### config.mk
export PLATFORM = sky130hd
export DESIGN_NAME = synth_voice_sequencer
export DESIGN_NICKNAME = d
export VERILOG_FILES = /design/src/rtl/synth_pkg.sv /design/src/rtl/sample_tick_gen.sv /design/src/rtl/synth_voice_sequencer.sv
export SDC_FILE = /design/constraint.sdc
export NUM_CORES = 1
export LEC_CHECK = 0
export CAP_MARGIN = 20
export CORE_ASPECT_RATIO = 0.7
export CORE_UTILIZATION = 48
export DETAILED_ROUTE_END_ITERATION = 7
export PLACE_DENSITY = 0.78
export RECOVER_POWER = 100
export SYNTH_ARGS = -nofsm -noshare
export SYNTH_HDL_FRONTEND = slang
export SYNTH_SLANG_ARGS = --single-unit
### constraint.sdc
create_clock -name clk -period 7.55 [get_ports clk]
set_input_delay 1.51 -clock clk [delete_from_list [all_inputs] [get_ports clk]]
set_output_delay 1.51 -clock clk [all_outputs]
set_load 0.05 [all_outputs]
### src/rtl/synth_pkg.sv
// Shared widths, timing constants and FSM state type for the voice sequencer.
package synth_pkg;

  localparam int unsigned PHASE_W      = 24;
  localparam int unsigned WAVE_W       = 21;
  localparam int unsigned NUM_VOICES   = 4;
  localparam int unsigned WAIT_TIMEOUT = 16;
  localparam int unsigned GEN_LATENCY  = 7;
  localparam int unsigned MIX_W        = WAVE_W + 2;

  typedef enum logic [2:0] {
    ST_IDLE,
    ST_ISSUE,
    ST_WAIT,
    ST_MIX,
    ST_OUTPUT
  } seq_state_t;

endpackage

### src/rtl/sample_tick_gen.sv
// Sample-rate divider: counts 0..SAMPLE_DIV-1 and pulses o_tick for the wrap cycle.
module sample_tick_gen #(
  parameter int unsigned SAMPLE_DIV = 2500
) (
  input  logic i_clk,
  input  logic i_rst_n,
  output logic o_tick
);

  localparam int unsigned CW = $clog2(SAMPLE_DIV);

  logic [CW-1:0] r_cnt;
  logic          w_wrap;

  assign w_wrap = (r_cnt == CW'(SAMPLE_DIV - 1));
  assign o_tick = w_wrap;

  always_ff @(posedge i_clk) begin
    if (!i_rst_n) begin
      r_cnt <= '0;
    end else if (w_wrap) begin
      r_cnt <= '0;
    end else begin
      r_cnt <= r_cnt + 1'b1;
    end
  end

endmodule

### src/rtl/synth_voice_sequencer.sv
// Four-voice NCO sequencer: per-tick phase advance, generator request, mix, sink handshake.
// Build option: define SYNTH_MIX_SAT_EN to saturate the mix instead of averaging it.
module synth_voice_sequencer
  import synth_pkg::*;
#(
  parameter int unsigned SAMPLE_DIV = 2500
) (
  input  logic               clk,
  input  logic               rst_n,
  input  logic [PHASE_W-1:0] fcw_1,
  input  logic [PHASE_W-1:0] fcw_2,
  input  logic [PHASE_W-1:0] fcw_3,
  input  logic [PHASE_W-1:0] fcw_4,
  input  logic [3:0]         voice_en,
  output logic [PHASE_W-1:0] phase_1,
  output logic [PHASE_W-1:0] phase_2,
  output logic [PHASE_W-1:0] phase_3,
  output logic [PHASE_W-1:0] phase_4,
  output logic               gen_valid,
  input  logic [WAVE_W-1:0]  wave_1,
  input  logic [WAVE_W-1:0]  wave_2,
  input  logic [WAVE_W-1:0]  wave_3,
  input  logic [WAVE_W-1:0]  wave_4,
  input  logic               wave_valid,
  output logic [WAVE_W-1:0]  sample_data,
  output logic               sample_valid,
  input  logic               sample_ready,
  output logic               busy,
  output logic [7:0]         overrun_cnt,
  output logic               timeout_err
);

  localparam int unsigned TO_W = $clog2(WAIT_TIMEOUT + 1);

  seq_state_t                r_state;
  seq_state_t                w_next;
  logic                      w_tick;
  logic                      w_take;
  logic                      w_timeout;
  logic                      r_tick_pending;
  logic [TO_W-1:0]           r_to_cnt;
  logic [TO_W-1:0]           w_to_next;
  logic [NUM_VOICES-1:0]     r_en;
  logic [PHASE_W-1:0]        w_fcw   [NUM_VOICES];
  logic [PHASE_W-1:0]        r_phase [NUM_VOICES];
  logic signed [WAVE_W-1:0]  w_wave  [NUM_VOICES];
  logic signed [WAVE_W-1:0]  r_wave  [NUM_VOICES];
  logic signed [MIX_W-1:0]   w_sum;
  logic [WAVE_W-1:0]         w_mix;

  sample_tick_gen #(
    .SAMPLE_DIV (SAMPLE_DIV)
  ) u_tick (
    .i_clk   (clk),
    .i_rst_n (rst_n),
    .o_tick  (w_tick)
  );

  assign w_fcw[0] = fcw_1;
  assign w_fcw[1] = fcw_2;
  assign w_fcw[2] = fcw_3;
  assign w_fcw[3] = fcw_4;
  assign w_wave[0] = wave_1;
  assign w_wave[1] = wave_2;
  assign w_wave[2] = wave_3;
  assign w_wave[3] = wave_4;
  assign phase_1 = r_phase[0];
  assign phase_2 = r_phase[1];
  assign phase_3 = r_phase[2];
  assign phase_4 = r_phase[3];

  assign gen_valid    = (r_state == ST_ISSUE);
  assign sample_valid = (r_state == ST_OUTPUT);
  assign busy         = (r_state != ST_IDLE);
  assign w_to_next    = r_to_cnt + 1'b1;

  always_ff @(posedge clk) begin
    if (!rst_n) begin
      r_state <= ST_IDLE;
    end else begin
      r_state <= w_next;
    end
  end

  always_comb begin
    w_next    = r_state;
    w_take    = 1'b0;
    w_timeout = 1'b0;
    case (r_state)
      ST_IDLE: begin
        if (r_tick_pending) begin
          w_next = ST_ISSUE;
          w_take = 1'b1;
        end
      end
      ST_ISSUE: w_next = ST_WAIT;
      ST_WAIT: begin
        if (wave_valid) begin
          w_next = ST_MIX;
        end else if (w_to_next == TO_W'(WAIT_TIMEOUT)) begin
          w_next    = ST_IDLE;
          w_timeout = 1'b1;
        end
      end
      ST_MIX:    w_next = ST_OUTPUT;
      ST_OUTPUT: if (sample_ready) w_next = ST_IDLE;
      default:   w_next = ST_IDLE;
    endcase
  end

  // Enables are latched with the phases so the mix matches the voices actually requested.
  always_comb begin
    w_sum = '0;
    for (int unsigned i = 0; i < NUM_VOICES; i++) begin
      if (r_en[i]) w_sum = w_sum + MIX_W'(r_wave[i]);
    end
  end

`ifdef SYNTH_MIX_SAT_EN
  localparam logic signed [MIX_W-1:0] SAT_MAX = MIX_W'((1 << (WAVE_W - 1)) - 1);
  localparam logic signed [MIX_W-1:0] SAT_MIN = -SAT_MAX - 1;

  always_comb begin
    if (w_sum > SAT_MAX) begin
      w_mix = WAVE_W'(SAT_MAX);
    end else if (w_sum < SAT_MIN) begin
      w_mix = WAVE_W'(SAT_MIN);
    end else begin
      w_mix = WAVE_W'(w_sum);
    end
  end
`else
  assign w_mix = WAVE_W'(w_sum >>> 2);
`endif

  always_ff @(posedge clk) begin
    if (!rst_n) begin
      r_tick_pending <= 1'b0;
      overrun_cnt    <= '0;
      timeout_err    <= 1'b0;
      r_to_cnt       <= '0;
      r_en           <= '0;
      sample_data    <= '0;
      for (int unsigned i = 0; i < NUM_VOICES; i++) begin
        r_phase[i] <= '0;
        r_wave[i]  <= '0;
      end
    end else begin
      // A wrap on the same edge IDLE consumes the pending tick re-arms it instead of overrunning.
      if (w_tick) begin
        if (r_tick_pending && !w_take) begin
          if (overrun_cnt != '1) overrun_cnt <= overrun_cnt + 1'b1;
        end else begin
          r_tick_pending <= 1'b1;
        end
      end else if (w_take) begin
        r_tick_pending <= 1'b0;
      end

      if (w_take) begin
        r_en <= voice_en;
        for (int unsigned i = 0; i < NUM_VOICES; i++) begin
          r_phase[i] <= voice_en[i] ? r_phase[i] + w_fcw[i] : '0;
        end
      end

      if (r_state == ST_ISSUE) r_to_cnt <= '0;
      if (r_state == ST_WAIT)  r_to_cnt <= w_to_next;

      if ((r_state == ST_WAIT) && wave_valid) begin
        for (int unsigned i = 0; i < NUM_VOICES; i++) begin
          r_wave[i] <= w_wave[i];
        end
      end

      if (w_timeout) timeout_err <= 1'b1;
      if (r_state == ST_MIX) sample_data <= w_mix;
    end
  end

endmodule

-- After elaboration in Yosys (flattened, before gate mapping)
Memory sizes are Yosys's and may differ from the RTL's.
Cells that the tools add are included.
- $add $sub $neg: 10
- $mul: 0
- div/mod/pow operators: 0
- magnitude comparators: 0
- eq/ne operators: 11
- shifts and indexed selects: 0
- multiplexer cells: 38
- bitwise logic cells: 9
- reductions and logical operators: 11
- operators by type and width (kind ; number):
    24-bit 2-to-1 mux ; 8
    24-bit adder ; 4
    23-bit 2-to-1 mux ; 4
    21-bit 2-to-1 mux ; 4
    23-bit by 21-bit adder with 23-bit output ; 3
    1-bit 2-to-1 mux ; 15
    3-bit case mux with 5 select lines ; 1
    12-bit by 1-bit adder with 12-bit output (second input constant) ; 1
    12-bit equality test (second input constant) ; 1
    3-bit 2-to-1 mux ; 4
    5-bit 2-to-1 mux ; 2
    8-bit by 1-bit adder with 8-bit output (second input constant) ; 1
    8-bit inequality test (second input constant) ; 1
    1-bit OR ; 8
    3-bit by 2-bit equality test with 1-bit output (second input constant) ; 2
    3-bit AND reduction ; 2
    5-bit by 1-bit adder with 5-bit output (second input constant) ; 1
    5-bit equality test (second input constant) ; 1
    2-bit inequality test (second input constant) ; 2
    2-bit nonzero test ; 2
    3-bit by 1-bit equality test with 1-bit output (second input constant) ; 1
    3-bit equality test (second input constant) ; 1
    3-bit zero test ; 1
    3-bit inequality test (second input constant) ; 1
    other kinds (7) ; 8
- bits in registers: 55
- latch bits: 0
- bits in writable memories: 180
- ROM bits: 0
- input bits: 188
- output and inout port bits: 129
- word-level logic and storage cells: 89
- memories: 2
- memories (memory ; depth ; width ; rd ports ; clocked after Yosys merged registers in ; wr ports ; RTL line ; RTL):
    r_phase ; 4 ; 24 ; 4 ; 0 ; 4 ; synth_voice_sequencer.sv:45 ; logic [PHASE_W-1:0] r_phase [NUM_VOICES];
    r_wave ; 4 ; 21 ; 4 ; 0 ; 4 ; synth_voice_sequencer.sv:47 ; logic signed [WAVE_W-1:0] r_wave [NUM_VOICES];

-- Depth between registers and ports, before layout
Gate-level depths: netlist (run 1).
- depth in word-level cells: 7
- depth in mapped cells: 37
- gate-level depth less buffers: 32

-- By module
A second synthesis (run 1) with hierarchy kept.
- cell total of the unflattened synthesis: 1806
- area total of the unflattened synthesis: 16896.2 um^2
- by module, submodules not included (module ; instances ; cells an instance ; area each (um^2) ; seq. area each (um^2)):
    synth_voice_sequencer ; 1 ; 1745 ; 16336.9 ; 6266.0
    sample_tick_gen ; 1 ; 61 ; 559.3 ; 240.2

-- Worst setup path before layout (run 1)
No wires, ideal clock.
- kind: register to register
- start point: reg r_en[0]
- end point: reg sample_data[18]
- setup time: 0.079 ns
- arrival: 7.223 ns
- required time: 7.471 ns
- slack: 0.248 ns
- cell stages (with the launch flop): 32
- buffers on the path: 5
- period minus slack after synthesis: 7.302 ns
- cells stage by stage: dfxtp_1 -> buf_2 -> buf_2 -> buf_2 -> clkbuf_1 -> clkbuf_1 -> and2_1 -> ha_1 -> inv_1 -> fa_1 -> nor3_2 -> a211oi_1 -> o32ai_1 -> a21oi_1 -> xnor2_1 -> nand2_1 -> a32o_1 -> ha_1 -> a21o_1 -> a21oi_1 -> o311ai_0 -> a31oi_1 -> xnor2_1 -> mux2_2 -> ha_1 -> a21o_1 -> or4b_2 -> a21oi_2 -> o21a_1 -> o311a_1 -> or4b_1 -> o211ai_1
- longest elaborated chain between the ends: 7
- ends and longest elaborated chain (element ; RTL line ; RTL):
    start, declared ; synth_voice_sequencer.sv:43 ; logic [NUM_VOICES-1:0] r_en;
    start signal, assigned ; synth_voice_sequencer.sv:161 ; r_en <= voice_en;
    23-bit 2-to-1 mux (*) ; synth_voice_sequencer.sv:115 ; if (r_en[i]) w_sum = w_sum + MIX_W'(r_wave[i]);
    23-bit by 21-bit adder with 23-bit output ; synth_voice_sequencer.sv:115 ;
    23-bit 2-to-1 mux (*) ; synth_voice_sequencer.sv:115 ;
    23-bit by 21-bit adder with 23-bit output ; synth_voice_sequencer.sv:115 ;
    23-bit 2-to-1 mux (*) ; synth_voice_sequencer.sv:115 ;
    23-bit by 21-bit adder with 23-bit output ; synth_voice_sequencer.sv:115 ;
    23-bit 2-to-1 mux (*) ; synth_voice_sequencer.sv:115 ;
    end signal, assigned ; synth_voice_sequencer.sv:177 ; if (r_state == ST_MIX) sample_data <= w_mix;
    end, declared ; synth_voice_sequencer.sv:25 ; output logic [WAVE_W-1:0] sample_data,
Every way passes the cells marked *; elsewhere a longest branch is shown, timed or not.
A chain may end at the register's enable or synchronous reset.

==> flow_summary.ini, run 1 <==
[clock_tree]
cts_max_path_buffers = 3
cts_tree = built
clock_latency_ns = 0.54
htree_num_levels = 1
tritoncts_buffers = 27
post_cts.repair.setup_buffers = 0
cts.reportedPaths.clkPinSlew_ns = 0.06
numClockSinks = 235
root_buffer = sky130_fd_sc_hd__clkbuf_16

[power]
ir_drop_mv = 0.1240
powerDensity_nw_per_um2 = 157.4
p_total_mw = 3.348
total_leakage_power_nw = 8.884

[die]
fp.dieH_um = 158.5
die_width_um = 225.6
design.die.area_sq_um = 35770
core_sq_um = 33980
fp-row-count = 56
initial_cell_density_of_the_core_pct = 49.45
design.portCount = 317

[global_route]
globalRoute.totalOverflow = 0
grt_use_met1_pct = 34.29
globalRouteTotalUtil_pct = 24.89
gr-max-usage-layer = met2
groute.layer.met3.usage_pct = 4.263
grt_pass1_vias = 14030
grt_pass1_wl_um = 71270
antenna_found_initial = 2
met2_usage_pct = 40.45
grt_max_degree = 85

[layout]
regArea_sq_um = 6506
drive_above_1_share_pct = 3.610
final_nets = 2434
areaGrowthSynthToFinish_pct = 26.58
layout.filler_cells = 2826
final_util_pct = 62.59
antenna_cells_inserted = 0
design_area_sq_um = 21270
multi_input_comb_area_sq_um = 9788

[detailed_routing]
vias_per_cell = 5.695
routedWlPerCell_um = 17.67
routed_wl_um = 45400
post-route-drc-count = 0
drt.antenna.violating_nets = 0
dr.first_iter.drc_count = 1252
dr_total_vias = 14630
drt_pre_antenna_iters = 5

[critical_path]
worstSetupStartpointType = flip-flop
worst-endpoint-required_ns = 8.01
timing.critical_path.slowest_stage_cell = sky130_fd_sc_hd__or4b_2
critPathKind = flip-flop to flip-flop
crit_path_max_fanout = 5
critical-path-top-delay-family = compound AO/OA/AOI/OAI gates
worstSetupPathDepth = 30
reg2reg_depth = 30
cp_data_arrival_time_ns = 7.47
critical-path-max-stage-delay_ns = 0.61
path_buf_inv = 2
critPathCaptureType = flip-flop

[place]
place.detailed.hpwl_um = 34420
numPortBuffers = 316
gpl.final_weighted_congestion = 0.9323
dpl-instance-area_sq_um = 20410

[logic_synthesis]
synth_nets = 2135
synth_top_area_share_pct = 32.17
top_cells_by_area_synth = sky130_fd_sc_hd__edfxtp_1, sky130_fd_sc_hd__ha_1, sky130_fd_sc_hd__dfxtp_1, sky130_fd_sc_hd__nor2_1, sky130_fd_sc_hd__a21oi_1
post_synth.cell_area_avg_sq_um = 9.409
netlist_instances = 1786
post-synth-top-area-cell = sky130_fd_sc_hd__edfxtp_1
synth_seq_area_share_pct = 38.72
synth.distinct_cells = 94
yosys_register_bits = 235
synth_area_sq_um = 16800
main_synth_ff_type = sky130_fd_sc_hd__edfxtp_1
edff_count_synth = 180
synthArstFlopShare_pct = 0
ys.warnings.count = 0

[sta]
worst_slew_margin_rel_pct = -159.4
finalCritPeriodShare_pct = 92.78
fin_setup_tns_ns = 0
report.final.setup_viol = 0
unrepaired_setup_endpoints_after_global_routing = no
report.final.slew_viol_count = 198
finalHoldViolCount = 0
layout_min_cycle_time_ns = 7.005
maximum_clock_frequency_ghz = 0.1428
transition_at_the_pin_with_the_smallest_max_transition_slack_ns = 3.890
finClkSkew_ns = 0.01077

[flow_run]
cap_viol_max_count = 3

[run_status]
violations_in_the_final_reports = max-capacitance violations, max-slew violations
run_status = finished with violations

[hold_path]
min_delay_path_depth = 2
worstHoldPathType = flip-flop to flip-flop
-- flip-flops by register name, indices dropped and copies added, names as in the netlist --
name,cells
sample_data,21
r_en,4
u_tick.r_cnt,12
overrun_cnt,8
r_state,3
r_to_cnt,5
timeout_err,1
r_wave,84
r_phase,96
r_tick_pending,1
-- where the power goes --
group / total (mW) / switching [mW] / internal, mW / leakage (nW)
combinational: 0.523 / 0.281 / 0.243 / 6.15
clock: 1.37 / 0.547 / 0.822 / 0.434
sequential: 1.46 / 0.0285 / 1.43 / 2.30
-- routing by layer --
metal	share of wire (%)	routed length (um)
met1	46	20700
met2	45	20270
met3	7.2	3249
met4	2.6	1171
met5	0	0
-- cells in the mapped netlist (55+ instances only) --
master,instances
sky130_fd_sc_hd__a21oi_1,134
sky130_fd_sc_hd__a21o_1,56
sky130_fd_sc_hd__edfxtp_1,180
sky130_fd_sc_hd__nand2_1,105
sky130_fd_sc_hd__xnor2_1,66
sky130_fd_sc_hd__inv_1,74
sky130_fd_sc_hd__xor2_1,66
sky130_fd_sc_hd__o21ai_0,94
sky130_fd_sc_hd__and2_1,104
sky130_fd_sc_hd__dfxtp_1,55
sky130_fd_sc_hd__nor2_1,180
sky130_fd_sc_hd__ha_1,155
-- layout by cell type (no fill, tap or decap), drive strengths merged, types with 48 or more instances in the layout --
cell type and count:
and2 105, o21ai 99, nand3 50, nand2 105, clkdlybuf4s50 186, ha 155, dfxtp 55, edfxtp 180
xnor2 66, dlygate4sd3 130, nor3 48, a21o 56, nor2 180, xor2 66, inv 74, a21oi 136
-- final timing paths --
check,slack (ns),startpoint,end
worst max-delay path,0.55,r_wave[0][0]$_SDFFCE_PN0P_,sample_data[20]$_SDFFE_PN0P_
worst min-delay path,0.47,timeout_err$_SDFFE_PN0P_,timeout_err$_SDFFE_PN0P_
worst max register to register,0.55,r_wave[0][0]$_SDFFCE_PN0P_,sample_data[20]$_SDFFE_PN0P_
worst min register to register,0.47,timeout_err$_SDFFE_PN0P_,timeout_err$_SDFFE_PN0P_
-- through the flow --
step | cells | hold slack [ns] | setup WS (ns)
floorplan | 1786 | 0.4258 | 0.2477
global placement | 2519 | 0.4439 | 0.6830
detailed placement | 2519 | 0.4607 | 0.4068
CTS | 2568 | 0.4712 | 0.3603
global route | 2569 | 0.4842 | 0.01201
finish | 2569 | 0.4716 | 0.5451
-- timing repair --
action	in CTS	in global routing
setup endpoints to repair	0	7
hold buffers	0	0
resized for setup	0	2
endpoints found under the hold margin	0	0
-- worst register-to-register path: cells and delay by family (launching register included) --
kind | cells | cell delay, ns
adders and majority gates | 4 | 1.22
and+or+nand+nor | 6 | 1.38
xor gates and xnor gates | 4 | 0.74
DFF | 1 | 0.35
buffers and inverters | 2 | 0.16
muxes | 1 | 0.29
AOI/OAI and AO/OA | 13 | 2.80
-- kinds of logic (layout without fill, tap and decap cells) --
family                   Yosys count  count (layout)  synth area share (%)
adder cells (fa/ha/maj)          164             164                 12.45
XOR/XNOR                         133             133                 7.014
AND/OR/NAND/NOR                  629             629                 18.93
buffers and inverters            131             450                 3.023
multiplexers                      18              18                 1.154
AO/OA/AOI/OAI                    476             476                 18.71
flip-flops                       235             235                 38.72
-- area by class of cell --
| class | instances | share of cell area, % |
|---|---|---|
| flip-flops and latches | 235 | 30.59 |
| clock inverters | 17 | 0.9529 |
| well taps | 464 | 2.729 |
| repair buffers | 326 | 15.12 |
| inverters | 75 | 1.324 |
| multi-input cells | 1420 | 46.02 |
| clock buffers | 32 | 3.265 |
Note: power is estimated with default switching activity, not from simulation.
==> run 2: changes to the inputs <==
CAP_MARGIN = unset   (was 20)
SLEW_MARGIN = 25   (was unset)
==> run 2 against run 1 <==
Compared with the run above: the flow still finishes with violations (max-capacitance violations, max-slew violations); clock power down 4%; critical endpoint unchanged; critical path type unchanged; largest power group unchanged; global-route usage is essentially flat; sequential share of layout area up 0.050 points.
==> flow_summary.ini, run 2 (synthesis results as in run 1) <==
[detailed_routing]
drt.antenna.violating_nets = 0
vias_per_cell = 5.693
routed_wl_um = 45640
dr.first_iter.drc_count = 1236
post-route-drc-count = 0
drt_pre_antenna_iters = 6
dr_total_vias = 14630
routedWlPerCell_um = 17.77

[sta]
finalCritPeriodShare_pct = 92.35
unrepaired_setup_endpoints_after_global_routing = no
report.final.slew_viol_count = 208
finClkSkew_ns = 0.01206
worst_slew_margin_rel_pct = -131.5
report.final.setup_viol = 0
fin_setup_tns_ns = 0
transition_at_the_pin_with_the_smallest_max_transition_slack_ns = 3.472
finalHoldViolCount = 0
layout_min_cycle_time_ns = 6.972
maximum_clock_frequency_ghz = 0.1434

[clock_tree]
cts.reportedPaths.clkPinSlew_ns = 0.06
cts_tree = built
post_cts.repair.setup_buffers = 0
tritoncts_buffers = 26
cts_max_path_buffers = 3
root_buffer = sky130_fd_sc_hd__clkbuf_16
htree_num_levels = 1
numClockSinks = 235
clock_latency_ns = 0.55

[layout]
largest_register = r_phase
multi_input_comb_area_sq_um = 9789
drive_above_1_share_pct = 3.806
final_util_pct = 62.49
biggestRegsByFlops = r_phase x96, r_wave x84, sample_data x21
regArea_sq_um = 6506
layout.filler_cells = 2824
final_common_cell = sky130_fd_sc_hd__clkdlybuf4s50_1
fin_cells = 2569
max_ffs_per_register = 96
final_nets = 2432
areaGrowthSynthToFinish_pct = 26.37
most-common-layout-cells = sky130_fd_sc_hd__clkdlybuf4s50_1, sky130_fd_sc_hd__nor2_1, sky130_fd_sc_hd__edfxtp_1

[critical_path]
cpMostUsedCell = sky130_fd_sc_hd__ha_1
timing.critical_path.slowest_stage_cell = sky130_fd_sc_hd__or4b_2
r2r-end = sample_data[20]$_SDFFE_PN0P_
reg2reg_depth = 28
crit_path_max_fanout = 5
critPathKind = flip-flop to flip-flop
setup.reg_to_reg.worst_slack_ns = 0.58
setup.worst_path.end = sample_data[20]$_SDFFE_PN0P_
worstSetupStartpointType = flip-flop
critical-path-max-stage-delay_ns = 0.63
worst-endpoint-required_ns = 8.03
critPathCaptureType = flip-flop
cp_data_arrival_time_ns = 7.45
crit_path_start = r_en[0]$_SDFFE_PN0P_
r2r_start = r_en[0]$_SDFFE_PN0P_

[hold_path]
min_delay_path_depth = 2
worstHoldPathType = flip-flop to flip-flop
worst_min_delay_path_startpoint = timeout_err$_SDFFE_PN0P_

[power]
ir_drop_mv = 0.1262
p_total_mw = 3.290
total_leakage_power_nw = 8.863
powerDensity_nw_per_um2 = 154.9

[run_status]
run_status = finished with violations
violations_in_the_final_reports = max-capacitance violations, max-slew violations

[global_route]
globalRoute.totalOverflow = 0
grt_pass1_wl_um = 71150
antenna_found_initial = 2
grt_pass1_vias = 13880
globalRouteTotalUtil_pct = 24.89
grt_max_degree = 85

[die]
design.die.area_sq_um = 35770
fp.dieH_um = 158.5
initial_cell_density_of_the_core_pct = 49.45
die_width_um = 225.6
design.portCount = 317
fp-row-count = 56
core_sq_um = 33980

[place]
gpl.final_weighted_congestion = 0.9323
placed_cells = 2519
numPortBuffers = 316
place.detailed.hpwl_um = 34500

[flow_run]
cap_viol_max_count = 3
[run 2: cell count changes in the layout (fill, tap and decap cells not counted)]
cell | previous run | this run
sky130_fd_sc_hd__bufinv_16 | 5 | 3
sky130_fd_sc_hd__diode_2 | 0 | 3
sky130_fd_sc_hd__clkbuf_2 | 1 | 2
sky130_fd_sc_hd__clkbuf_8 | 0 | 1
sky130_fd_sc_hd__and2_0 | 64 | 65
sky130_fd_sc_hd__clkinvlp_4 | 1 | 3
sky130_fd_sc_hd__and2_1 | 40 | 38
sky130_fd_sc_hd__and2_2 | 0 | 1
sky130_fd_sc_hd__clkbuf_1 | 10 | 8
sky130_fd_sc_hd__clkinv_2 | 3 | 4
sky130_fd_sc_hd__clkinv_1 | 9 | 5
[run 2: what timing repair did]
item / 4_1_cts / 5_1_grt
resized for setup: 0 / 2
setup endpoints to repair: 0 / 5
hold buffers: 0 / 0
[run 2: stage by stage]
| step | area (sq um) | worst slack (ns) | hold WS (ns) |
|---|---|---|---|
| floorplan | 16800 | 0.2477 | 0.4258 |
| global placement | 20410 | 0.6830 | 0.4439 |
| detailed placement | 20420 | 0.3899 | 0.4541 |
| CTS | 21280 | 0.3392 | 0.4727 |
| global route | 21230 | 0.02821 | 0.4862 |
| finish | 21240 | 0.5779 | 0.4694 |
[run 2: layout make-up]
class                      instances  share of cell area, %
inverter                          75                  1.326
tap                              464                  2.734
multi-input combinational       1420                  46.10
clock buffer                      33                  3.335
clock inverter                    14                 0.6953
antenna                            3                0.03535
timing repair buffer             325                  15.14
sequential                       235                  30.64
[run 2: routing by layer]
metal  vias up  GRT usage (%)  share of wire, %
met5         -              0                 0
met4         0          7.418               3.2
met2       531          40.39                44
li1       7140              -                 -
met1      6865          34.02                46
met3        90          4.318               7.1
[run 2: worst min-delay path by stage]
stage,end
floorplan,u_tick.r_cnt[0]$_SDFF_PP0_
global placement,u_tick.r_cnt[0]$_SDFF_PP0_
detailed placement,u_tick.r_cnt[0]$_SDFF_PP0_
CTS,r_to_cnt[4]$_SDFFE_PN0P_
global route,r_to_cnt[4]$_SDFFE_PN0P_
finish,timeout_err$_SDFFE_PN0P_
[run 2: report_power, final]
part           switching [mW]  internal [mW]  total [mW]  leakage [nW]
logic                   0.280          0.243       0.523          6.15
registers              0.0287           1.43        1.46          2.30
clock network           0.548          0.763        1.31         0.411
[run 2: worst max-delay path, delay by kind of cell, from the launching register on]
kind,cells,cell delay [ns]
buffers and inverters,2,0.15
AND/OR/NAND/NOR,5,1.27
XOR/XNOR,4,0.72
multiplexers,1,0.28
adder cells (fa/ha/maj),4,1.22
flip-flops,1,0.35
AO/OA/AOI/OAI,12,2.90
